===== src/rtl/mdc_if.sv =====
// mdc_if -- control/status bundle for the multi-digit counter (mdc).
//
// Build option: MDC_LOAD_EN adds the parallel-load strobe and data.
//
// Signals:
//   mdc_clr  synchronous clear of count and overflow flag
//   mdc_en   count enable
//   mdc_dn   direction (0 = up, 1 = down)
//   mdc_sel  digit mode (1 = BCD mod-10, 0 = binary mod-16)
//   mdc_ld   parallel load strobe        (MDC_LOAD_EN only)
//   mdc_d    parallel load value         (MDC_LOAD_EN only)
//   mdc_q    registered count, digit k in bits [4k+3:4k]
//   mdc_co   one-cycle wrap pulse out of the top digit
//   mdc_ovf  sticky wrap flag
//
// Modports: master drives the controls and observes the count,
//           slave is the counter itself.
interface mdc_if #(
    parameter int DIGITS = 4
);
    logic                  mdc_clr;
    logic                  mdc_en;
    logic                  mdc_dn;
    logic                  mdc_sel;
`ifdef MDC_LOAD_EN
    logic                  mdc_ld;
    logic [4*DIGITS-1:0]   mdc_d;
`endif
    logic [4*DIGITS-1:0]   mdc_q;
    logic                  mdc_co;
    logic                  mdc_ovf;

`ifdef MDC_LOAD_EN
    modport master (
        output mdc_clr, mdc_en, mdc_dn, mdc_sel, mdc_ld, mdc_d,
        input  mdc_q, mdc_co, mdc_ovf
    );
    modport slave (
        input  mdc_clr, mdc_en, mdc_dn, mdc_sel, mdc_ld, mdc_d,
        output mdc_q, mdc_co, mdc_ovf
    );
`else
    modport master (
        output mdc_clr, mdc_en, mdc_dn, mdc_sel,
        input  mdc_q, mdc_co, mdc_ovf
    );
    modport slave (
        input  mdc_clr, mdc_en, mdc_dn, mdc_sel,
        output mdc_q, mdc_co, mdc_ovf
    );
`endif
endinterface


===== src/rtl/mdc.sv =====
// mdc -- cascaded multi-digit up/down counter, each 4-bit digit counting
// either mod-10 (BCD) or mod-16 (binary). All digits update in the same
// edge (ripple-free carry chain evaluated combinationally).
//
// Build option: MDC_LOAD_EN enables the parallel load path (mdc_ld/mdc_d).
//
// Ports:
//   mdc_clk  sole clock, rising edge
//   mdc_rst  asynchronous active-high reset (clears count and flags)
//   bus      mdc_if.slave: clr/en/dn/sel[/ld/d] in, q/co/ovf out
//
// Edge priority: clear, load, count, hold.
module mdc #(
    parameter int DIGITS = 4
) (
    input  logic   mdc_clk,
    input  logic   mdc_rst,
    mdc_if.slave   bus
);
    localparam int W = 4 * DIGITS;

    logic [W-1:0] q;
    logic         co;
    logic         ovf;

    logic [W-1:0] nxt;
    logic [3:0]   dig;
    logic [3:0]   nd;
    logic         wrap;
    logic         chain;

    // One-count step of the whole register. chain enters digit k high only
    // when every lower digit wrapped this cycle; what leaves the top digit
    // is the carry/borrow out of the counter.
    always_comb begin
        nxt   = q;
        dig   = '0;
        nd    = '0;
        wrap  = 1'b0;
        chain = 1'b1;
        for (int unsigned k = 0; k < DIGITS; k++) begin
            dig  = q[4*k +: 4];
            nd   = dig;
            wrap = 1'b0;
            if (chain) begin
                if (!bus.mdc_dn) begin
                    // BCD: 9 and the invalid codes 10..15 all roll to 0.
                    wrap = bus.mdc_sel ? (dig >= 4'd9) : (dig == 4'hF);
                    nd   = wrap ? 4'd0 : dig + 4'd1;
                end else if (bus.mdc_sel && dig > 4'd9) begin
                    // Invalid BCD code going down snaps to 9, no borrow.
                    nd   = 4'd9;
                    wrap = 1'b0;
                end else begin
                    wrap = (dig == 4'd0);
                    nd   = wrap ? (bus.mdc_sel ? 4'd9 : 4'hF) : dig - 4'd1;
                end
                nxt[4*k +: 4] = nd;
            end
            chain = chain & wrap;
        end
    end

    always_ff @(posedge mdc_clk or posedge mdc_rst) begin
        if (mdc_rst) begin
            q   <= '0;
            co  <= 1'b0;
            ovf <= 1'b0;
        end else if (bus.mdc_clr) begin
            q   <= '0;
            co  <= 1'b0;
            ovf <= 1'b0;
`ifdef MDC_LOAD_EN
        end else if (bus.mdc_ld) begin
            q   <= bus.mdc_d;
            co  <= 1'b0;
`endif
        end else if (bus.mdc_en) begin
            q   <= nxt;
            co  <= chain;
            if (chain) begin
                ovf <= 1'b1;
            end
        end else begin
            co  <= 1'b0;
        end
    end

    assign bus.mdc_q   = q;
    assign bus.mdc_co  = co;
    assign bus.mdc_ovf = ovf;

endmodule


===== src/flat_wrapper.sv =====
// flat-port wrapper written by rule: the top's interface ports become plain ports
module mdc_flat 
#(
    parameter int DIGITS = 4
)
  (mdc_clk, mdc_rst, bus_mdc_clr, bus_mdc_en, bus_mdc_dn, bus_mdc_sel, bus_mdc_q, bus_mdc_co, bus_mdc_ovf);
  mdc_if #(.DIGITS(DIGITS)) bus_i ();
  input  logic mdc_clk;
  input  logic mdc_rst;
  input wire logic [$bits(bus_i.mdc_clr)-1:0] bus_mdc_clr;
  input wire logic [$bits(bus_i.mdc_en)-1:0] bus_mdc_en;
  input wire logic [$bits(bus_i.mdc_dn)-1:0] bus_mdc_dn;
  input wire logic [$bits(bus_i.mdc_sel)-1:0] bus_mdc_sel;
  output wire logic [$bits(bus_i.mdc_q)-1:0] bus_mdc_q;
  output wire logic [$bits(bus_i.mdc_co)-1:0] bus_mdc_co;
  output wire logic [$bits(bus_i.mdc_ovf)-1:0] bus_mdc_ovf;
  assign bus_i.mdc_clr = bus_mdc_clr;
  assign bus_i.mdc_en = bus_mdc_en;
  assign bus_i.mdc_dn = bus_mdc_dn;
  assign bus_i.mdc_sel = bus_mdc_sel;
  assign bus_mdc_q = bus_i.mdc_q;
  assign bus_mdc_co = bus_i.mdc_co;
  assign bus_mdc_ovf = bus_i.mdc_ovf;
  mdc #(.DIGITS(DIGITS)) u_core (.mdc_clk(mdc_clk), .mdc_rst(mdc_rst), .bus(bus_i));
endmodule

===== config.mk =====
export PLATFORM = sky130hd
export DESIGN_NAME = mdc_flat
export DESIGN_NICKNAME = d
export VERILOG_FILES = /design/src/rtl/mdc_if.sv /design/src/rtl/mdc.sv /design/src/flat_wrapper.sv
export SDC_FILE = /design/constraint.sdc
export NUM_CORES = 1
export LEC_CHECK = 0
export ABC_CLOCK_PERIOD_IN_PS = 3000
export BUFFER_PORTS_ARGS = -buffer_cell sky130_fd_sc_hd__buf_2
export CORE_MARGIN = 2
export CORE_UTILIZATION = 45
export DETAILED_ROUTE_END_ITERATION = 16
export PLACE_DENSITY_LB_ADDON = 0.25
export SLEW_MARGIN = 20
export SYNTH_ARGS = -nofsm -noshare
export SYNTH_HDL_FRONTEND = slang
export SYNTH_SLANG_ARGS = --single-unit

===== constraint.sdc =====
create_clock -name mdc_clk -period 3 [get_ports mdc_clk]
set_input_delay 0.15 -clock mdc_clk [delete_from_list [all_inputs] [get_ports mdc_clk]]
set_output_delay 0.15 -clock mdc_clk [all_outputs]
set_load 0.01 [all_outputs]

==> Implementation_results.wiki, run 1 <==
{| class="wikitable"
! Metric !! Value
|-
| Total power density per cell area || 348 mW/mm^2
|-
| Worst slew margin relative to its limit || 51.8%
|-
| Capturing point of the worst reg2reg path || u_core.bus.mdc_q[11]
|-
| Pin count of the biggest net entering global routing || 26
|-
| Worst reg2reg setup slack || 730 ps
|-
| Clock slew seen by the registers of the worst setup and hold paths || 80 ps
|-
| Leakage component of the power || 0.910 nW
|-
| Total of max-cap violations || 0
|-
| Max clock buf depth || 2
|-
| Post CTS Setup Buffer Count || 0
|-
| Number of instances in the synthesized netlist || 246
|-
| Number of detailed-routing iterations run before antenna repair || 4
|-
| Total non-filler cell area in the finished layout || 0.00205 sq mm
|-
| Antenna violations before repair || 0
|-
| Final critical-path required period || 2270 ps
|-
| Sum of negative setup slack || 0 ps
|-
| Run status || complete, but fails checks
|-
| Minimum hold slack || -3.11 ps
|-
| Cell at the root of the clock tree || clkbuf_8
|-
| Ant diodes || 0
|-
| Worst slew pin tran || 723 ps
|-
| Die footprint || 0.00473 sq mm
|-
| Final wirelength || 4510 microns
|-
| Crit path largest cell delay || 460 ps
|-
| Final hold violation count || 7
|-
| Horizontal die dimension || 68.8 microns
|-
| Critical path, cell by cell || inv_1, ha_1, nor3b_1, nor4b_4, o21bai_2, nand2_4, or3_1, a21oi_1
|-
| Cell area after placement || 0.00199 sq mm
|-
| Worst setup endpoint || u_core.bus.mdc_q[11]
|-
| Vertical die dimension || 68.8 microns
|-
| Post-synthesis instance area || 0.00189 sq mm
|-
| Overall power || 0.000711 W
|-
| Source of the worst register-to-register timing path || u_core.bus.mdc_q[4]
|-
| CTS buffer count || 3
|-
| Core region area || 0.00403 sq mm
|-
| Sequential cell area fraction in the yosys report || 23.9%
|-
| Synth area leader || dfrtp_1
|-
| Share of the cycle needed by the critical path after routing || 75.8%
|-
| Count of instances resized after the clock tree is built || 0
|-
| Clock Latency Late Sink || 260 ps
|-
| TritonCTS clock tree || done
|-
| Timing startpoint of the critical path || u_core.bus.mdc_q[4]
|-
| Combined global-route utilization of all metal layers || 21.0%
|-
| Clock net sink count || 18
|-
| Worst path arrival time || 2460 ps
|-
| Post-synthesis cell type count || 57
|-
| Synthesized netlist net count || 267
|-
| Top area cells in the synthesized netlist || dfrtp_1, ha_1, a21oi_1
|-
| Max H-tree Level || 1
|-
| Number of synthesized flops with an enable pin || 0
|-
| Area growth, synth to finish || 8.42%
|-
| Endpoint kind of the worst setup timing path || flop
|-
| Vias in the first global route || 1622
|-
| Critical path fanouts, max || 8
|-
| Final setup violation count || 0
|-
| Post-detailed-route wirelength per cell || 14.7 microns
|-
| Max Clk Rate || 440 MHz
|-
| Final net count || 278
|-
| Mean Syn Cell Area || 7.67 sq um
|-
| Number of storage elements in the synthesis netlist || 18
|-
| Number of top-level pins || 24
|-
| Placer congestion estimate || 0.877
|-
| Depth of the worst register-to-register path || 8
|-
| Number of nets with antenna violations after routing || 0
|-
| Fin. max-slew vios || 0
|-
| RSZ-0062 raised after global routing || no
|-
| Class of the most critical setup path || flop to flop
|-
| Leftover overflow at the end of global routing || 0
|-
| Area of all sequential standard cells || 450 sq um
|-
| Number of buffers added on ports || 23
|-
| Proportion of register bits with asynchronous set or reset after synthesis || 100%
|-
| Proportion of netlist area held by the largest area contributor || 23.9%
|-
| VDD IR-drop max || 0.351 mV
|-
| Most common flop cell mapped by yosys || dfrtp_1
|-
| Filler Cell Count || 400
|-
| Global-route wire length before repair || 7580 microns
|-
| Footprint of the multi-input gates || 0.00129 sq mm
|-
| Warning count from the yosys run || 0
|-
| Required time worst endpoint || 3180 ps
|-
| Half-perimeter wire length of the detailed placement result || 3200 microns
|-
| DRC viols || 0
|-
| Min-delay worst type || input pin to async pin
|-
| Fraction of layout cells with a size suffix above 1 || 14.8%
|-
| Violated checks || hold timing
|-
| Post-CTS Hold Fix Bufs || 0
|-
| Mean number of vias per cell || 5.92
|-
| Max Clock Skew || 4.87 ps
|-
| Count of standard-cell rows || 23
|-
| Initial standard-cell utilization of the core || 46.8%
|-
| 1st-iter DRT viols || 195
|-
| Number of vias after detailed routing || 1811
|-
| Startpoint kind of the worst setup timing path || flop
|-
| Slowest cell on the critical path || dfrtp_1
|}
[flip-flops by register name, indices dropped and copies added, names as in the netlist]
| signal | cells |
|---|---|
| u_core.bus.mdc_q | 16 |
| u_core.bus.mdc_co | 1 |
| u_core.bus.mdc_ovf | 1 |
[per-stage QoR]
stage	utilization, %	hold WS, ps	std cells	worst slack [ps]
2_1_floorplan	-	88.6	246	890
3_3_place_gp	49.4	305	302	798
3_5_place_dp	49.4	312	302	731
4_1_cts	50.8	28.5	306	712
5_1_grt	50.8	86.5	306	534
6_report	50.8	-3.11	306	725
[worst min path at each step]
stage	from	end	slack, ps	cells after the start
5_1_grt	mdc_rst	u_core.bus.mdc_q[11]	90	2
3_5_place_dp	mdc_rst	u_core.bus.mdc_q[15]	310	2
3_3_place_gp	mdc_rst	u_core.bus.mdc_q[15]	310	2
4_1_cts	mdc_rst	u_core.bus.mdc_q[15]	30	2
2_1_floorplan	mdc_rst	u_core.bus.mdc_co	90	1
6_report	mdc_rst	u_core.bus.mdc_q[15]	-3	2
[worst max-delay path: cells and delay by family (launching register included)]
family	cells	cell delay, ps
and+or+nand+nor	4	990
DFF	1	460
buffers and inverters	1	120
adders and majority gates	1	260
AOI/OAI and AO/OA	2	370
[cell type report]
class	count	share of cell area, %
multi-input combinational	192	62.9
sequential	18	22.0
timing repair buffer	24	5.99
inverter	18	3.30
tap	50	3.06
clock buffer	4	2.69
[routing by layer]
| layer | routed length, microns | vias up | track usage, % |
|---|---|---|---|
| li1 | - | 916 | - |
| met1 | 2190 | 853 | 28.5 |
| met2 | 2130 | 40 | 35.0 |
| met3 | 173 | 2 | 4.22 |
| met4 | 21 | 0 | 3.43 |
| met5 | 0 | - | 0 |
[cell families (layout without fill, tap and decap cells)]
kind of cell / after synthesis / after routing / synth area share (%)
AOI/OAI and AO/OA: 91 / 91 / 32.1
xor gates and xnor gates: 1 / 1 / 0.464
adders and majority gates: 15 / 15 / 9.95
buffers and inverters: 36 / 46 / 7.89
DFF: 18 / 18 / 23.9
muxes: 1 / 1 / 0.597
and+or+nand+nor: 84 / 84 / 25.1
[power by group]
group | internal [W] | switching [W] | total [W] | leakage (nW)
logic | 0.0000896 | 0.000132 | 0.000222 | 0.635
clock network | 0.000117 | 0.0000901 | 0.000207 | 0.0288
registers | 0.000254 | 0.0000291 | 0.000283 | 0.246
[cell usage after synthesis, types with 4 or more instances]
| master | number |
|---|---|
| a21oi_1 | 24 |
| nor2_1 | 20 |
| dfrtp_1 | 18 |
| o21ai_0 | 18 |
| inv_1 | 17 |
| ha_1 | 15 |
| nand2_1 | 14 |
| clkbuf_1 | 10 |
| a211oi_1 | 7 |
| nand2b_1 | 7 |
| nor3_1 | 6 |
| or3_1 | 6 |
| a31oi_1 | 5 |
| buf_2 | 5 |
| nand3_1 | 5 |
| nor2b_1 | 5 |
| nor3b_1 | 5 |
| o211ai_1 | 4 |
[cells in the final DEF, fill, tap and decap left out, types with 4 or more instances in the layout]
cell | Yosys | layout
or3_1 | 6 | 6
a211oi_1 | 7 | 7
inv_1 | 17 | 17
o21ai_0 | 18 | 18
nor3_1 | 6 | 6
nand3_1 | 5 | 5
dfrtp_1 | 18 | 18
nand2_1 | 14 | 14
nor2_1 | 20 | 20
a31oi_1 | 5 | 5
a21oi_1 | 24 | 24
nor3b_1 | 5 | 5
nor2b_1 | 5 | 5
buf_2 | 5 | 23
ha_1 | 15 | 15
nand2b_1 | 7 | 7
o211ai_1 | 4 | 4
clkbuf_8 | 0 | 4
(Power assumes the default switching activity.)
==> run 2, diff against run 1 <==
- ABC_CLOCK_PERIOD_IN_PS: 3000 -> 1900
- clock period: 3 -> 1.9 ns (I/O delays scaled with it)
==> Implementation_results.wiki, run 2 (synthesized netlist as in run 1, its figures left out) <==
{| class="wikitable"
! Metric !! Value
|-
| Run status || complete, but fails checks
|-
| Violated checks || setup timing
|-
| Final setup violation count || 3 (+3)
|-
| Number of detailed-routing iterations run before antenna repair || 4 (unchanged)
|-
| Placer congestion estimate || 0.860 (-2.0%)
|-
| Post-route non-filler standard cell count || 350 (+14%)
|-
| Final net count || 322 (+16%)
|-
| Instance count along the most critical hold path || 2
|-
| Area growth, synth to finish || 35.9%
|-
| Sum of met2 wire segment lengths after detailed routing || 2360 microns (+11%)
|-
| Proportion of power drawn by combinational gates || 40.2% (+9.0 points)
|-
| Max H-tree Level || 1 (unchanged)
|-
| Cell family contributing the most delay on the critical path || compound AO/OA/AOI/OAI gates
|-
| Critical path, cell by cell || inv_2, ha_4, nand2b_4, a21oi_4, o31ai_4, nand2_4, or3_4, a21oi_2
|-
| Final wirelength || 4900 microns (+8.7%)
|-
| Worst slew margin relative to its limit || 51.1% (-0.72 points)
|-
| Horizontal die dimension || 68.8 microns (unchanged)
|-
| Clock net sink count || 18 (unchanged)
|-
| Class of the most critical setup path || flop to flop
|-
| Pin count of the biggest net entering global routing || 19 (-27%)
|-
| DP Cell Count || 337 (+12%)
|-
| Ant diodes || 0 (unchanged)
|-
| Sequential cell fraction of total power || 33.5% (-6.3 points)
|-
| Length of routed met3 wiring || 148 microns (-14%)
|-
| Total power density per cell area || 505 mW/mm^2 (+45%)
|-
| Startpoint kind of the worst setup timing path || flop
|-
| Critical path fanouts, max || 8 (unchanged)
|-
| Half-perimeter wire length of the detailed placement result || 3510 microns (+9.8%)
|-
| Vertical die dimension || 68.8 microns (unchanged)
|-
| Post-detailed-route wirelength per cell || 14.0 microns (-5.0%)
|-
| Number of flip-flops in the largest register || 16 (unchanged)
|-
| Clock slew seen by the registers of the worst setup and hold paths || 80 ps (about the same)
|-
| CP Buf/Inv Count || 1 (unchanged)
|-
| Cell area after placement || 0.00234 sq mm (+17%)
|-
| Overall power || 0.00129 W (+82%)
|-
| Count of standard-cell rows || 23 (unchanged)
|-
| Number of nets with antenna violations after routing || 0 (unchanged)
|-
| Vias in the first global route || 1771 (+9.2%)
|-
| Cell depth of the worst setup path || 8 (unchanged)
|-
| Max Clk Rate || 517 MHz (+18%)
|-
| Required time worst endpoint || 2100 ps (-1080 ps)
|-
| Slowest cell on the critical path || dfrtp_1
|-
| Fin util || 63.6% (+13 points)
|-
| Filler Cell Count || 364 (-9.0%)
|-
| Final hold violation count || 0 (-7)
|-
| Initial standard-cell utilization of the core || 46.8% (unchanged)
|-
| CTS buffer count || 3 (unchanged)
|-
| Most common cell after layout, fill and taps aside || buf_4
|-
| Die footprint || 0.00473 sq mm (unchanged)
|-
| Global-route wire length before repair || 7960 microns (+5.0%)
|-
| Cell at the root of the clock tree || clkbuf_8
|-
| M1 wire length || 2340 microns (+7.0%)
|-
| Number of buffers added on ports || 23 (unchanged)
|-
| Leftover overflow at the end of global routing || 0 (unchanged)
|-
| VDD IR-drop max || 0.399 mV (+14%)
|-
| Share of the cycle needed by the critical path after routing || 102% (+26 points)
|-
| Fraction of layout cells with a size suffix above 1 || 36.7% (+22 points)
|-
| Share of power burned in the clock network || 26.3% (-2.8 points)
|-
| Number of top-level pins || 24 (unchanged)
|-
| RSZ-0062 raised after global routing || yes
|-
| Post-route setup slack || -33.2 ps (-758 ps)
|-
| Core region area || 0.00403 sq mm (unchanged)
|-
| 1st-iter DRT viols || 110 (-44%)
|-
| Leakage component of the power || 1.16 nW (+27%)
|-
| Worst path arrival time || 2130 ps (-330 ps)
|-
| Final critical-path required period || 1930 ps (-342 ps)
|-
| Switching share of power || 35.3% (about the same)
|-
| Psw || 0.000457 W (+82%)
|-
| Antenna violations before repair || 0 (unchanged)
|-
| Clock Latency Late Sink || 260 ps (about the same)
|-
| Depth of the worst register-to-register path || 8 (unchanged)
|-
| Max Clock Skew || 1.29 ps (-3.58 ps)
|-
| Combined global-route utilization of all metal layers || 22.0% (+0.96 points)
|-
| Total of max-cap violations || 0 (unchanged)
|-
| Min-delay worst type || input pin to flop
|-
| Commonest non-fill, non-tap cells in the layout || buf_4, buf_2, a21oi_1, nor2_1, nand2_1
|-
| Max clock buf depth || 2 (unchanged)
|-
| Number of vias after detailed routing || 2018 (+11%)
|-
| Fin. max-slew vios || 0 (unchanged)
|-
| Total non-filler cell area in the finished layout || 0.00256 sq mm (+25%)
|-
| Endpoint kind of the worst setup timing path || flop
|-
| P_int || 0.000837 W (+82%)
|-
| TritonCTS clock tree || done
|-
| Highest signal layer in the routed design || met4
|-
| Worst slew pin tran || 733 ps (+10.8 ps)
|-
| Mean number of vias per cell || 5.77 (-2.6%)
|-
| DRC viols || 0 (unchanged)
|-
| Crit path largest cell delay || 410 ps (-50 ps)
|-
| Post-Place Worst Slack || -96.0 ps (-827 ps)
|}
## run 2: cell count changes in the layout (fill, tap and decap cells not counted), moves of 5 or more
cell / previous run / this run
ha_4: 0 / 6
o21ai_1: 1 / 6
o21ai_0: 18 / 13
buf_4: 1 / 43
inv_1: 17 / 11
dfrtp_2: 0 / 5
dfrtp_1: 18 / 13
ha_1: 15 / 8
## run 2: routing by layer
metal  global-route usage (%)  vias to the layer above
li1                         -                     1009
met1                     29.6                      969
met2                     36.2                       36
met3                     2.11                        4
met4                     8.58                        0
met5                        0                        -
## run 2: power by group through the flow
stage | sequential (W) | combinational [W] | clock [W]
floorplan | 0.000438 | 0.000317 | 0
global route | 0.000438 | 0.000573 | 0.000353
detailed placement | 0.000438 | 0.000466 | 0
finish | 0.000434 | 0.000520 | 0.000340
global placement | 0.000437 | 0.000463 | 0
CTS | 0.000431 | 0.000489 | 0.000344
## run 2: metrics by stage
step | hold slack (ps) | setup TNS, ps
finish | 227 | -76.7
global route | 261 | -543
CTS | 221 | -5.51
detailed placement | 265 | -361
global placement | 246 | -116
floorplan | 33.4 | -132
## run 2: layout make-up
type | count | area, sq um | share of cell area (%)
clock buffer | 4 | 55.1 | 2.15
inverter | 18 | 75.1 | 2.93
timing repair buffer | 68 | 459 | 17.9
sequential | 18 | 457 | 17.8
multi-input combinational | 192 | 1460 | 56.8
tap | 50 | 62.6 | 2.44
## run 2: worst paths after layout
kind | slack (ps) | to | start
worst max-delay path | -30 | u_core.bus.mdc_q[11] | u_core.bus.mdc_q[1]
worst min-delay path | 230 | u_core.bus.mdc_q[9] | bus_mdc_clr
worst max register to register | -30 | u_core.bus.mdc_q[11] | u_core.bus.mdc_q[1]
worst min register to register | 490 | u_core.bus.mdc_ovf | u_core.bus.mdc_ovf
max in group asynchronous | 890 | u_core.bus.mdc_q[5] | mdc_rst
min in group asynchronous | 500 | u_core.bus.mdc_q[1] | mdc_rst
## run 2: repair_timing
action / CTS / global route
buffers inserted: 5 / 3
setup endpoints to repair: 10 / 13
resized for setup: 8 / 20
pin swaps: 5 / 7
hold buffers: 1 / 0
hold endpoints to repair: 18 / 0
## run 2: worst register-to-register path: stages, from the launching register on
cell	delay, ps
dfrtp_1	410
inv_2	110
ha_4	140
nand2b_4	120
a21oi_4	70
o31ai_4	410
nand2_4	130
or3_4	350
a21oi_2	130
==> run 3, diff against run 2 <==
- CORE_ASPECT_RATIO: unset -> 1.1
- CORE_UTILIZATION: 45 -> 53
- SLEW_MARGIN: 20 -> 25
==> Implementation_results.wiki, run 3 (synthesized netlist as in run 1, its figures left out) <==
{| class="wikitable"
! Metric !! Value
|-
| Minimum hold slack || 183 ps (-44.4 ps)
|-
| Pin count of the biggest net entering global routing || 19 (unchanged)
|-
| Number of top-level pins || 24 (unchanged)
|-
| Global-route wire length before repair || 8250 microns (+3.7%)
|-
| Max Clock Skew || 5.81 ps (+4.52 ps)
|-
| Critical path fanouts, max || 8 (unchanged)
|-
| Worst slew pin tran || 712 ps (-21.7 ps)
|-
| Post-detailed-route wirelength per cell || 14.1 microns (+1.1%)
|-
| Cell family contributing the most delay on the critical path || simple AND/OR/NAND/NOR gates
|-
| TritonCTS clock tree || done
|-
| Final wirelength || 4850 microns (-0.96%)
|-
| Max Clk Rate || 516 MHz (-0.27%)
|-
| Worst path arrival time || 2160 ps (+30 ps)
|-
| Final net count || 317 (-1.6%)
|-
| Crit path largest cell delay || 420 ps (about the same)
|-
| Post-Place Worst Slack || -175 ps (-78.6 ps)
|-
| Share of the cycle needed by the critical path after routing || 102% (+0.27 points)
|-
| Run status || complete, but fails checks
|-
| Violated checks || setup timing
|-
| Post-route setup slack || -38.4 ps (-5.15 ps)
|-
| Cell at the root of the clock tree || clkbuf_4
|-
| Combined global-route utilization of all metal layers || 26.4% (+4.5 points)
|-
| VDD IR-drop max || 0.321 mV (-20%)
|-
| Sum of negative setup slack || -60.6 ps (+16.1 ps)
|-
| RSZ-0062 raised after global routing || yes
|-
| Clock slew seen by the registers of the worst setup and hold paths || 110 ps (+30 ps)
|-
| Most common cell after layout, fill and taps aside || buf_4
|-
| Final critical-path required period || 1940 ps (+5.15 ps)
|-
| Vias in the first global route || 1897 (+7.1%)
|-
| Final setup violation count || 3 (unchanged)
|-
| Clock net sink count || 18 (unchanged)
|-
| Leakage component of the power || 1.12 nW (-3.1%)
|-
| CP Buf/Inv Count || 1 (unchanged)
|-
| Fin util || 73.9% (+10 points)
|-
| Critical path, cell by cell || inv_2, ha_4, nand2b_4, a21oi_4, o31ai_4, nand2_4, or3_1, a21oi_1
|-
| 1st-iter DRT viols || 89 (-19%)
|-
| Total power density per cell area || 478 mW/mm^2 (-5.2%)
|-
| Max H-tree Level || 1 (unchanged)
|-
| Count of standard-cell rows || 22 (-4.3%)
|-
| Fin. max-slew vios || 0 (unchanged)
|-
| Fraction of layout cells with a size suffix above 1 || 34.9% (-1.8 points)
|-
| Required time worst endpoint || 2120 ps (+20 ps)
|-
| Antenna violations before repair || 0 (unchanged)
|-
| Worst slew margin relative to its limit || 52.5% (+1.4 points)
|-
| Area growth, synth to finish || 32.6%
|-
| Core region area || 0.00339 sq mm (-16%)
|-
| Total non-filler cell area in the finished layout || 0.00250 sq mm (-2.4%)
|-
| Initial standard-cell utilization of the core || 55.7% (+8.9 points)
|-
| Number of vias after detailed routing || 1990 (-1.4%)
|-
| Number of detailed-routing iterations run before antenna repair || 4 (unchanged)
|-
| Leftover overflow at the end of global routing || 0 (unchanged)
|-
| Endpoint kind of the worst setup timing path || flop
|-
| Number of buffers added on ports || 23 (unchanged)
|-
| Commonest non-fill, non-tap cells in the layout || buf_4, buf_2, a21oi_1, nor2_1, o21ai_0
|-
| Final hold violation count || 0 (unchanged)
|-
| Total of max-cap violations || 0 (unchanged)
|-
| Max clock buf depth || 2 (unchanged)
|-
| Mean number of vias per cell || 5.80 (+0.62%)
|-
| Half-perimeter wire length of the detailed placement result || 3610 microns (+2.8%)
|-
| Vertical die dimension || 66.6 microns (-3.2%)
|-
| Ant diodes || 0 (unchanged)
|-
| Number of nets with antenna violations after routing || 0 (unchanged)
|-
| Startpoint kind of the worst setup timing path || flop
|-
| Slowest cell on the critical path || dfrtp_1
|-
| DRC viols || 0 (unchanged)
|-
| Min-delay worst type || input pin to flop
|-
| Placer congestion estimate || 0.868 (+0.94%)
|-
| Number of flip-flops in the largest register || 16 (unchanged)
|-
| Class of the most critical setup path || flop to flop
|-
| CTS buffer count || 3 (unchanged)
|-
| Cell area after placement || 0.00230 sq mm (-1.7%)
|-
| Horizontal die dimension || 60.9 microns (-11%)
|-
| Die footprint || 0.00405 sq mm (-14%)
|-
| Clock Latency Late Sink || 290 ps (+30 ps)
|}
[run 3: changes by cell type in the layout (fill, tap and decap cells not counted), moves of 2 or more]
cell,previous run,this run
buf_4,43,39
clkbuf_4,0,3
clkbuf_8,4,1
o21ai_0,13,16
o21ai_1,6,3
or3_1,4,6
or3_4,2,0
[run 3: report_power, final]
part	internal, W	switching (W)	total [W]
logic	0.000252	0.000273	0.000525
registers	0.000402	0.0000329	0.000435
clock network	0.000117	0.000119	0.000236
[run 3: worst paths after layout]
check	from	end	slack [ps]	depth (start not counted)
worst max-delay path	u_core.bus.mdc_q[1]	u_core.bus.mdc_q[8]	-40	8
worst min-delay path	bus_mdc_clr	u_core.bus.mdc_q[11]	180	2
worst max register to register	u_core.bus.mdc_q[1]	u_core.bus.mdc_q[8]	-40	8
worst min register to register	u_core.bus.mdc_ovf	u_core.bus.mdc_ovf	490	1
max in group asynchronous	mdc_rst	u_core.bus.mdc_q[9]	900	3
min in group asynchronous	mdc_rst	u_core.bus.mdc_q[6]	510	3
[run 3: per-stage QoR]
step           power, W  std cells
2_1_floorplan  0.000756        246
3_3_place_gp   0.000890        330
3_5_place_dp   0.000902        330
4_1_cts         0.00117        339
5_1_grt         0.00128        343
6_report        0.00120        343
[run 3: layer usage]
layer	part of all wire [%]	vias up	wire (microns)	track usage, %
li1	-	1002	-	-
met1	43	935	2100	32.7
met2	52	45	2510	45.0
met3	3.2	8	156	2.33
met4	1.9	0	93	13.0
met5	0	-	0	0
[run 3: layout make-up]
class	instances	area [sq um]
clock buffers	4	36.3
fillers	279	885
inverters	18	77.6
multi-input cells	192	1450
flip-flops and latches	18	455
well taps	48	60.1
repair buffers	63	418
[run 3: what timing repair did]
| action | 4_1_cts | 5_1_grt |
|---|---|---|
| hold endpoints to repair | 18 | 0 |
| pin swaps | 4 | 10 |
| cloned | 0 | 0 |
| gates resized for setup | 10 | 14 |
| setup endpoints to repair | 12 | 13 |
| hold buffers | 1 | 0 |
| setup buffers | 4 | 4 |
